<file path="src/rtl/alu_out_mux_buf_if.sv">
// rtl/alu_out_mux_buf_if.sv - producer/consumer handshake and error-status bundle for alu_out_mux_buf
interface alu_out_mux_buf_if #(
    parameter int output_data_width = 8,
    parameter int channel_count     = 4,
    parameter int sel_width         = 2
);
    logic [channel_count*output_data_width-1:0] in_bus;
    logic [sel_width-1:0]                       sel;
    logic                                       in_valid;
    logic                                       in_ready;
    logic [output_data_width-1:0]               out;
    logic [sel_width-1:0]                       out_channel;
    logic                                       out_valid;
    logic                                       out_ready;
    logic                                       sel_error;
    logic [7:0]                                 drop_count;
    logic                                       err_clr;

    modport master (
        output in_bus, sel, in_valid, out_ready, err_clr,
        input  in_ready, out, out_channel, out_valid, sel_error, drop_count
    );

    modport slave (
        input  in_bus, sel, in_valid, out_ready, err_clr,
        output in_ready, out, out_channel, out_valid, sel_error, drop_count
    );
endinterface

</file>
<file path="src/rtl/alu_out_mux_buf.sv">
// rtl/alu_out_mux_buf.sv - channel selector feeding a 2-entry skid FIFO with out-of-range drop accounting
module alu_out_mux_buf #(
    parameter int output_data_width = 8,
    parameter int channel_count     = 4,
    parameter int sel_width         = 2
) (
    input  logic              clk,
    input  logic              rst,
    alu_out_mux_buf_if.slave  bus
);
    localparam int W = output_data_width;

    logic [W-1:0]         data_q [2];
    logic [sel_width-1:0] chan_q [2];
    logic [1:0]           count;
    logic                 head;
    logic                 tail;
    logic                 sel_err_q;
    logic [7:0]           drop_q;

    logic [W-1:0]         sel_data;
    logic                 sel_ok;
    logic                 accept;
    logic                 push;
    logic                 drop;
    logic                 pop;

    // Only in-range indices are decoded, so the slice never reaches past in_bus.
    always_comb begin
        sel_data = '0;
        sel_ok   = 1'b0;
        for (int k = 0; k < channel_count; k++) begin
            if (bus.sel == sel_width'(k)) begin
                sel_data = bus.in_bus[k*W +: W];
                sel_ok   = 1'b1;
            end
        end
    end

    assign bus.in_ready    = (count < 2'd2) && !rst;
    assign accept          = bus.in_valid && bus.in_ready;
    assign push            = accept && sel_ok;
    assign drop            = accept && !sel_ok;
    assign bus.out_valid   = (count != 2'd0);
    assign pop             = bus.out_valid && bus.out_ready;
    assign bus.out         = bus.out_valid ? data_q[head] : '0;
    assign bus.out_channel = bus.out_valid ? chan_q[head] : '0;
    assign bus.sel_error   = sel_err_q;
    assign bus.drop_count  = drop_q;

    always_ff @(posedge clk) begin
        if (rst) begin
            count     <= 2'd0;
            head      <= 1'b0;
            tail      <= 1'b0;
            data_q[0] <= '0;
            data_q[1] <= '0;
            chan_q[0] <= '0;
            chan_q[1] <= '0;
            sel_err_q <= 1'b0;
            drop_q    <= 8'd0;
        end else begin
            if (push) begin
                data_q[tail] <= sel_data;
                chan_q[tail] <= bus.sel;
                tail         <= ~tail;
            end
            if (pop) begin
                head <= ~head;
            end
            count <= count + {1'b0, push} - {1'b0, pop};

            // A drop in the clearing cycle still counts as the first new drop.
            if (drop) begin
                sel_err_q <= 1'b1;
                if (bus.err_clr) begin
                    drop_q <= 8'd1;
                end else if (drop_q != 8'hff) begin
                    drop_q <= drop_q + 8'd1;
                end
            end else if (bus.err_clr) begin
                sel_err_q <= 1'b0;
                drop_q    <= 8'd0;
            end
        end
    end
endmodule

</file>
<file path="src/flat_wrapper.sv">
// flat-port wrapper written by rule: the top's interface ports become plain ports
module alu_out_mux_buf_flat 
#(
    parameter int output_data_width = 8,
    parameter int channel_count     = 4,
    parameter int sel_width         = 2
)
  (clk, rst, bus_in_bus, bus_sel, bus_in_valid, bus_out_ready, bus_err_clr, bus_in_ready, bus_out, bus_out_channel, bus_out_valid, bus_sel_error, bus_drop_count);
  alu_out_mux_buf_if #(.output_data_width(output_data_width), .channel_count(channel_count), .sel_width(sel_width)) bus_i ();
  input  logic clk;
  input  logic rst;
  input wire logic [$bits(bus_i.in_bus)-1:0] bus_in_bus;
  input wire logic [$bits(bus_i.sel)-1:0] bus_sel;
  input wire logic [$bits(bus_i.in_valid)-1:0] bus_in_valid;
  input wire logic [$bits(bus_i.out_ready)-1:0] bus_out_ready;
  input wire logic [$bits(bus_i.err_clr)-1:0] bus_err_clr;
  output wire logic [$bits(bus_i.in_ready)-1:0] bus_in_ready;
  output wire logic [$bits(bus_i.out)-1:0] bus_out;
  output wire logic [$bits(bus_i.out_channel)-1:0] bus_out_channel;
  output wire logic [$bits(bus_i.out_valid)-1:0] bus_out_valid;
  output wire logic [$bits(bus_i.sel_error)-1:0] bus_sel_error;
  output wire logic [$bits(bus_i.drop_count)-1:0] bus_drop_count;
  assign bus_i.in_bus = bus_in_bus;
  assign bus_i.sel = bus_sel;
  assign bus_i.in_valid = bus_in_valid;
  assign bus_i.out_ready = bus_out_ready;
  assign bus_i.err_clr = bus_err_clr;
  assign bus_in_ready = bus_i.in_ready;
  assign bus_out = bus_i.out;
  assign bus_out_channel = bus_i.out_channel;
  assign bus_out_valid = bus_i.out_valid;
  assign bus_sel_error = bus_i.sel_error;
  assign bus_drop_count = bus_i.drop_count;
  alu_out_mux_buf #(.output_data_width(output_data_width), .channel_count(channel_count), .sel_width(sel_width)) u_core (.clk(clk), .rst(rst), .bus(bus_i));
endmodule
</file>
<file path="config.mk">
export PLATFORM = sky130hd
export DESIGN_NAME = alu_out_mux_buf_flat
export DESIGN_NICKNAME = d
export VERILOG_FILES = /design/src/rtl/alu_out_mux_buf_if.sv /design/src/rtl/alu_out_mux_buf.sv /design/src/flat_wrapper.sv
export SDC_FILE = /design/constraint.sdc
export NUM_CORES = 1
export LEC_CHECK = 0
export ABC_AREA = 1
export BUFFER_PORTS_ARGS = -buffer_cell sky130_fd_sc_hd__buf_2
export CAP_MARGIN = 0
export CORE_UTILIZATION = 48
export CTS_CLUSTER_SIZE = 40
export DETAILED_ROUTE_END_ITERATION = 8
export GPL_TIMING_DRIVEN = 0
export PLACE_DENSITY = 0.78
export RECOVER_POWER = 25
export SYNTH_ARGS = -nofsm -noshare
export SYNTH_HDL_FRONTEND = slang
export SYNTH_SLANG_ARGS = --single-unit
</file>
<file path="constraint.sdc">
create_clock -name clk -period 1.7 [get_ports clk]
set_input_delay 0.085 -clock clk [delete_from_list [all_inputs] [get_ports clk]]
set_output_delay 0.085 -clock clk [all_outputs]
set_load 0.1 [all_outputs]
</file>
==> results of run 1 <==
==> Yosys cell counts <==
cell type  number  share of area (%)
nor2_2          3                1.2
nand2_2         2               0.77
buf_1           1               0.23
nand3_1        17                5.3
buf_6           2                1.4
nand2_1        56                 13
buf_2           4                1.2
o21ai_0         8                2.5
or2_0           7                2.7
inv_1          10                2.3
a21oi_1        10                3.1
clkinv_1        1               0.23
or2_1           1               0.39
edfxtp_1       20                 37
nor3b_4         1                1.2
ha_1            1               0.77
buf_4           1               0.46
dfxtp_1        14                 17
nor2_1         39                9.0
==> cell type report <==
type                       instances  area [um2]
multi-input combinational        145         642
buffer                             8        46.3
clock buffer                       8        80.1
timing repair buffer              58         325
inverter                          11        41.3
tap                               44        55.1
fill                             259        1060
sequential                        34         882
==> flip-flops by register name, summed over array words and instances (netlist names), named ones only <==
register / cells
u_core.data_q: 16
u_core.bus.drop_count: 8
u_core.chan_q: 4
u_core.count: 2
u_core.bus.sel_error: 1
u_core.head: 1
u_core.tail: 1
==> routing by layer <==
metal	part of all wire [%]	global-route usage, %	wire [um]	up-vias
met5	0	0	0	-
met3	6.8	6.71	207	6
met4	1.4	6.98	44	0
met1	42	20.4	1280	600
li1	-	-	-	765
met2	50	34.1	1530	55
==> worst register-to-register path, delay by kind of cell, from the launching register on <==
kind / cells / cell delay [ns]
flip-flops: 1 / 0.37
AND/OR/NAND/NOR: 3 / 0.68
buffers and inverters: 1 / 0.16
==> worst min path at each step <==
stage | start | cells after the start | end
6_report | bus_err_clr | 2 | u_core.bus.drop_count[5]$_SDFFE_PP0P_
3_5_place_dp | bus_err_clr | 2 | u_core.bus.drop_count[3]$_SDFFE_PP0P_
3_3_place_gp | u_core.bus.drop_count[6]$_SDFFE_PP0P_ | 2 | u_core.bus.drop_count[6]$_SDFFE_PP0P_
2_1_floorplan | rst | 3 | u_core.count[1]$_SDFF_PP0_
4_1_cts | bus_err_clr | 2 | u_core.bus.drop_count[3]$_SDFFE_PP0P_
5_1_grt | bus_err_clr | 2 | u_core.bus.drop_count[6]$_SDFFE_PP0P_
==> stage by stage <==
| stage | hold WS [ns] | setup WS [ns] | setup TNS (ns) | total power [uW] | utilization [%] |
|---|---|---|---|---|---|
| final | 0.0661 | 0.134 | 0 | 2620 | 66.2 |
| after global placement | 0.423 | 0.137 | 0 | 2040 | 62.9 |
| after global routing | 0.0797 | 0.00573 | 0 | 2750 | 66.2 |
| after detailed placement | 0.424 | 0.122 | 0 | 2050 | 62.9 |
| after CTS | 0.0737 | 0.00845 | 0 | 2620 | 66.2 |
| after floorplan | 0.273 | -0.534 | -5.22 | 1850 | - |
==> repair_timing <==
action,in CTS,in global routing
setup buffers,0,0
hold endpoints to repair,0,0
setup endpoints to repair,9,15
resized for setup,9,5
==> cell families after synthesis <==
kind of cell	synth area share (%)
DFF	54.4
adders and majority gates	0.772
and+or+nand+nor	33.4
buffers and inverters	5.87
AOI/OAI and AO/OA	5.56
==> power by group <==
part	leakage, uW	internal (uW)	switching, uW	total [uW]
logic	0.000595	244	835	1080
registers	0.000323	953	34.0	987
clock network	0.0000437	292	264	556
==> run metrics, run 1 <==
status=completed; period utilisation layout=between 90% and 100%; num rows=20; fin cells=308; Slowest cell on crit path=dfxtp_2; Worst Setup EP=bus_out[5]; worst hold-check path type=in2reg; R2R cell count=4; Cell Chain, Critical Path=nor2_1 > buf_2 > a21oi_1 > buf_4; Final Max Slew Viols=0; clock-pin slew on the worst setup and hold paths=0.10 ns; slew margin rel.=65.1%; clock skew=0.0139 ns; Initial Util=approximately half; Crit Path Category=reg2out; gr ovfl total=0; Largest delay share family, worst path=buffers and inverters; Placer Congestion=between 0.7 and 0.8; vias=1426; clk sinks=34; Tot GR Track Use=roughly a fifth; CTS buffer count=5; Final Hold Violating Endpoints=0; Buffers on Ports=just under 60; Critical Path RT=about 1.6 ns; first-pass GRT wire length=between 4000 and 5000 um; post-synth cell types=19; Buffers & Inverters on Critical Path=2; FF-to-FF setup slack=about 0.14 ns; unrepaired setup endpoints after global routing=no; reg2reg start=u_core.count[1]$_SDFF_PP0_; Clk Latency, worst-skew pair=around 0.34 ns; Worst Max-Slew Pin Slew=about 0.52 ns; R2R Path End=u_core.chan_q[0][0]$_SDFFCE_PN0P_; Syn Inst Count=approximately 200; # DRC=0; Setup crit start=u_core.count[1]$_SDFF_PP0_; Mapped Area=approximately 0.0016 mm2; final WL=between 3000 and 4000 um; hpwl dp=roughly 2300 um; CTS tree=done; Pwr Density=1270 mW/mm2; initial DRC count=90; share of cells above drive strength 1=between 20 and 30%; post-route design area=~0.0021 mm2; die height=~60 um; Post-layout nets=303; Net Count, Synth=approximately 240; Max stage delay on crit path=0.40 ns; largest net degree at the start of global routing=12; drt first pass iters=3; critical path depth=4; vias in the first global route=~1200; die area=around 0.0036 mm2; most common library cell in the layout ignoring fill and taps=nand2_1; Vias/cell=4.63; Max Freq=between 0.6 and 0.7 GHz; Leakage=just under 0.001 uW; Area growth, synth to finish=27.9%; Final ANT Viol Nets=0; nature of the critical path endpoint=primary output; initial antenna violation count=0; dpl cells=300; CORE AREA=approximately 0.0031 mm2; yosys warns=0; peak supply drop=0.485 mV; post-synthesis sequential area ratio=between 50% and 60%; hold_buf cts=0; #FFs+latches synth=34; # setup viols final=0; Mean Syn Cell Area=between 8 and 9 um2; Clock Tree Root=clkbuf_4; I/O Pins=60; placed instance area=approximately 0.0020 mm2; diode count=0; Die W=approximately 60 um; H-tree depth=2; Final min period=~1.6 ns; Critical Path Start Type=flip-flop; most frequent cells in the layout=nand2_1, buf_2, nor2_1; crit path DAT=1.48 ns; CP max FO=10; Max-Cap Viols=0; wire per inst=9.94 um; CTS max path bufs=2
Note: power is estimated with default switching activity, not from simulation.
==> run 2: changes to the inputs <==
CELL_PAD_IN_SITES_DETAIL_PLACEMENT = 1   (was not set)
CELL_PAD_IN_SITES_GLOBAL_PLACEMENT = 1   (was not set)
CORE_UTILIZATION = 34   (was 48)
PLACE_DENSITY = 0.77   (was 0.78)
==> run 2 against run 1 <==
  * The run now ends with DRC left
  * Setup slack gained 0.0089 ns
  * Via count grew 5.1%
  * Combinational power is essentially flat
  * Sequential cell count is the same
  * First-iteration DRC count shrank 69%
  * Final cell count grew 2.6%
  * Register-to-register slack is essentially flat
  * Non-clock buffer count is the same
  * Global-route usage shrank 2.6 points
  * Sequential share of layout area shrank 1.4 points
  * Clock power grew 43%
  * Critical path depth is the same
  * Critical path type unchanged
==> run metrics, run 2 (same netlist as run 1, synthesis figures left out) <==
Final Hold Violating Endpoints=0 (unchanged); share of cells above drive strength 1=29.5% (+0.38 points); Die W=71.0 um (+18%); gr ovfl total=0 (unchanged); clock-pin slew on the worst setup and hold paths=0.07 ns (-0.03 ns); CTS buffer count=5 (unchanged); die height=71.0 um (+18%); clock skew=0.00556 ns (-0.00833 ns); Clk Latency, worst-skew pair=0.28 ns (-0.06 ns); Tot GR Track Use=16.4% (-2.6 points); Final ANT Viol Nets=0 (unchanged); Final Max Slew Viols=0 (unchanged); Final Util=47.9% (-18 points); dpl cells=308 (+2.7%); Max-Cap Viols=0 (unchanged); CORE AREA=0.00447 mm2 (+43%); hold_buf cts=0 (unchanged); peak supply drop=0.395 mV (-19%); H-tree depth=2 (unchanged); period utilisation layout=91.6% (-0.52 points); violated checks=DRC; final WL=3870 um (+26%); vias in the first global route=1509 (+26%); Reg with most FFs=u_core.data_q; Pwr Density=1350 mW/mm2 (+6.5%); drt first pass iters=8 (+5); I/O Pins=60 (unchanged); num rows=24 (+20%); setup TNS=0 ns (unchanged); reg2reg start=u_core.count[1]$_SDFF_PP0_; Critical Path RT=1.62 ns (about the same); clk sinks=34 (unchanged); FF-to-FF setup slack=0.14 ns (about the same); slew margin rel.=64.3% (-0.89 points); Initial Util=36.2% (-16 points); initial antenna violation count=0 (unchanged); CP max FO=10 (unchanged); Final min period=1.56 ns (-0.00888 ns); Worst Setup EP=bus_out[4]; post-route design area=0.00214 mm2 (+3.4%); fillers=591 (+130%); # setup viols final=0 (unchanged); diode count=0 (unchanged); Critical Path Start Type=flip-flop; Max Freq=0.642 GHz (+0.57%); most common library cell in the layout ignoring fill and taps=nand2_1; crit path DAT=1.47 ns (about the same); hpwl dp=2990 um (+30%); fin cells=316 (+2.6%); Design Power=2890 uW (+10%); Worst Max-Slew Pin Slew=0.539 ns (+0.0156 ns); Placer Congestion=0.674 (-11%); die area=0.00505 mm2 (+40%); nature of the critical path endpoint=primary output; R2R cell count=4 (unchanged); first-pass GRT wire length=6350 um (+28%); most frequent cells in the layout=nand2_1, buf_2, nor2_1; placed instance area=0.00198 mm2 (+0.51%); Crit Path Category=reg2out; CTS tree=done; vias=1499 (+5.1%); status=complete, but fails checks; worst hold-check path type=in2reg; largest net degree at the start of global routing=12 (unchanged); R2R Path End=u_core.data_q[0][1]$_SDFFCE_PN0P_; Buffers on Ports=58 (unchanged); CTS max path bufs=2 (unchanged); initial DRC count=28 (-69%); unrepaired setup endpoints after global routing=no; # DRC=2 (+2); Setup crit start=u_core.count[1]$_SDFF_PP0_; Post-layout nets=303 (unchanged); max reg flops=16 (unchanged); wire per inst=12.2 um (+23%); Post-CTS Setup Bufs=0 (unchanged); Clock Tree Root=clkbuf_8; Leakage=0.000981 uW (+2.0%); Area growth, synth to finish=32.3%; Vias/cell=4.74 (+2.5%)
## run 2: worst min-delay path by stage
stage	startpoint	to	slack, ns	depth (start not counted)
3_5_place_dp	u_core.bus.sel_error$_SDFFE_PP0P_	u_core.bus.sel_error$_SDFFE_PP0P_	0.43	2
2_1_floorplan	rst	u_core.count[1]$_SDFF_PP0_	0.27	3
3_3_place_gp	u_core.bus.drop_count[0]$_SDFFE_PP0P_	u_core.bus.drop_count[0]$_SDFFE_PP0P_	0.42	2
6_report	bus_err_clr	u_core.bus.sel_error$_SDFFE_PP0P_	0.15	2
5_1_grt	bus_err_clr	u_core.bus.drop_count[7]$_SDFFE_PP0P_	0.18	2
4_1_cts	bus_err_clr	u_core.bus.drop_count[6]$_SDFFE_PP0P_	0.14	2
## run 2: stage by stage
stage | hold WS, ns | worst slack (ns)
2_1_floorplan | 0.273 | -0.534
3_3_place_gp | 0.424 | 0.110
3_5_place_dp | 0.427 | 0.0621
4_1_cts | 0.142 | 0.0111
5_1_grt | 0.178 | 0.0490
6_report | 0.146 | 0.143
## run 2: cell type report
cell class | instances | area [um2] | area share [%]
clock buffers | 8 | 133 | 6.19
flip-flops and latches | 34 | 882 | 41.2
repair buffers | 58 | 325 | 15.2
plain buffers | 8 | 52.6 | 2.45
well taps | 52 | 65.1 | 3.04
inverters | 11 | 41.3 | 1.93
multi-input cells | 145 | 644 | 30.1
## run 2: routing by layer
| layer | GRT usage, % | share of wire (%) | up-vias |
|---|---|---|---|
| li1 | - | - | 766 |
| met2 | 30.2 | 50 | 53 |
| met1 | 17.8 | 41 | 675 |
| met5 | 0 | 0 | - |
| met3 | 5.27 | 6.9 | 5 |
| met4 | 5.33 | 1.3 | 0 |
## run 2: power by group
part           internal (uW)  switching, uW  leakage (uW)
sequential               954           38.1      0.000323
combinational            243            859      0.000590
clock                    507            288     0.0000678
total                   1700           1190      0.000981
## run 2: timing repair
| item | 4_1_cts | 5_1_grt |
|---|---|---|
| resized for setup | 12 | 2 |
| hold endpoints to repair | 0 | 0 |
| cloned | 0 | 0 |
| endpoints found under the setup margin | 9 | 20 |
## run 2: critical path, stage by stage, from the launching register on
cell     delay, ns
dfxtp_2       0.40
nor2_1        0.09
buf_2         0.20
a21oi_1       0.24
buf_6         0.27
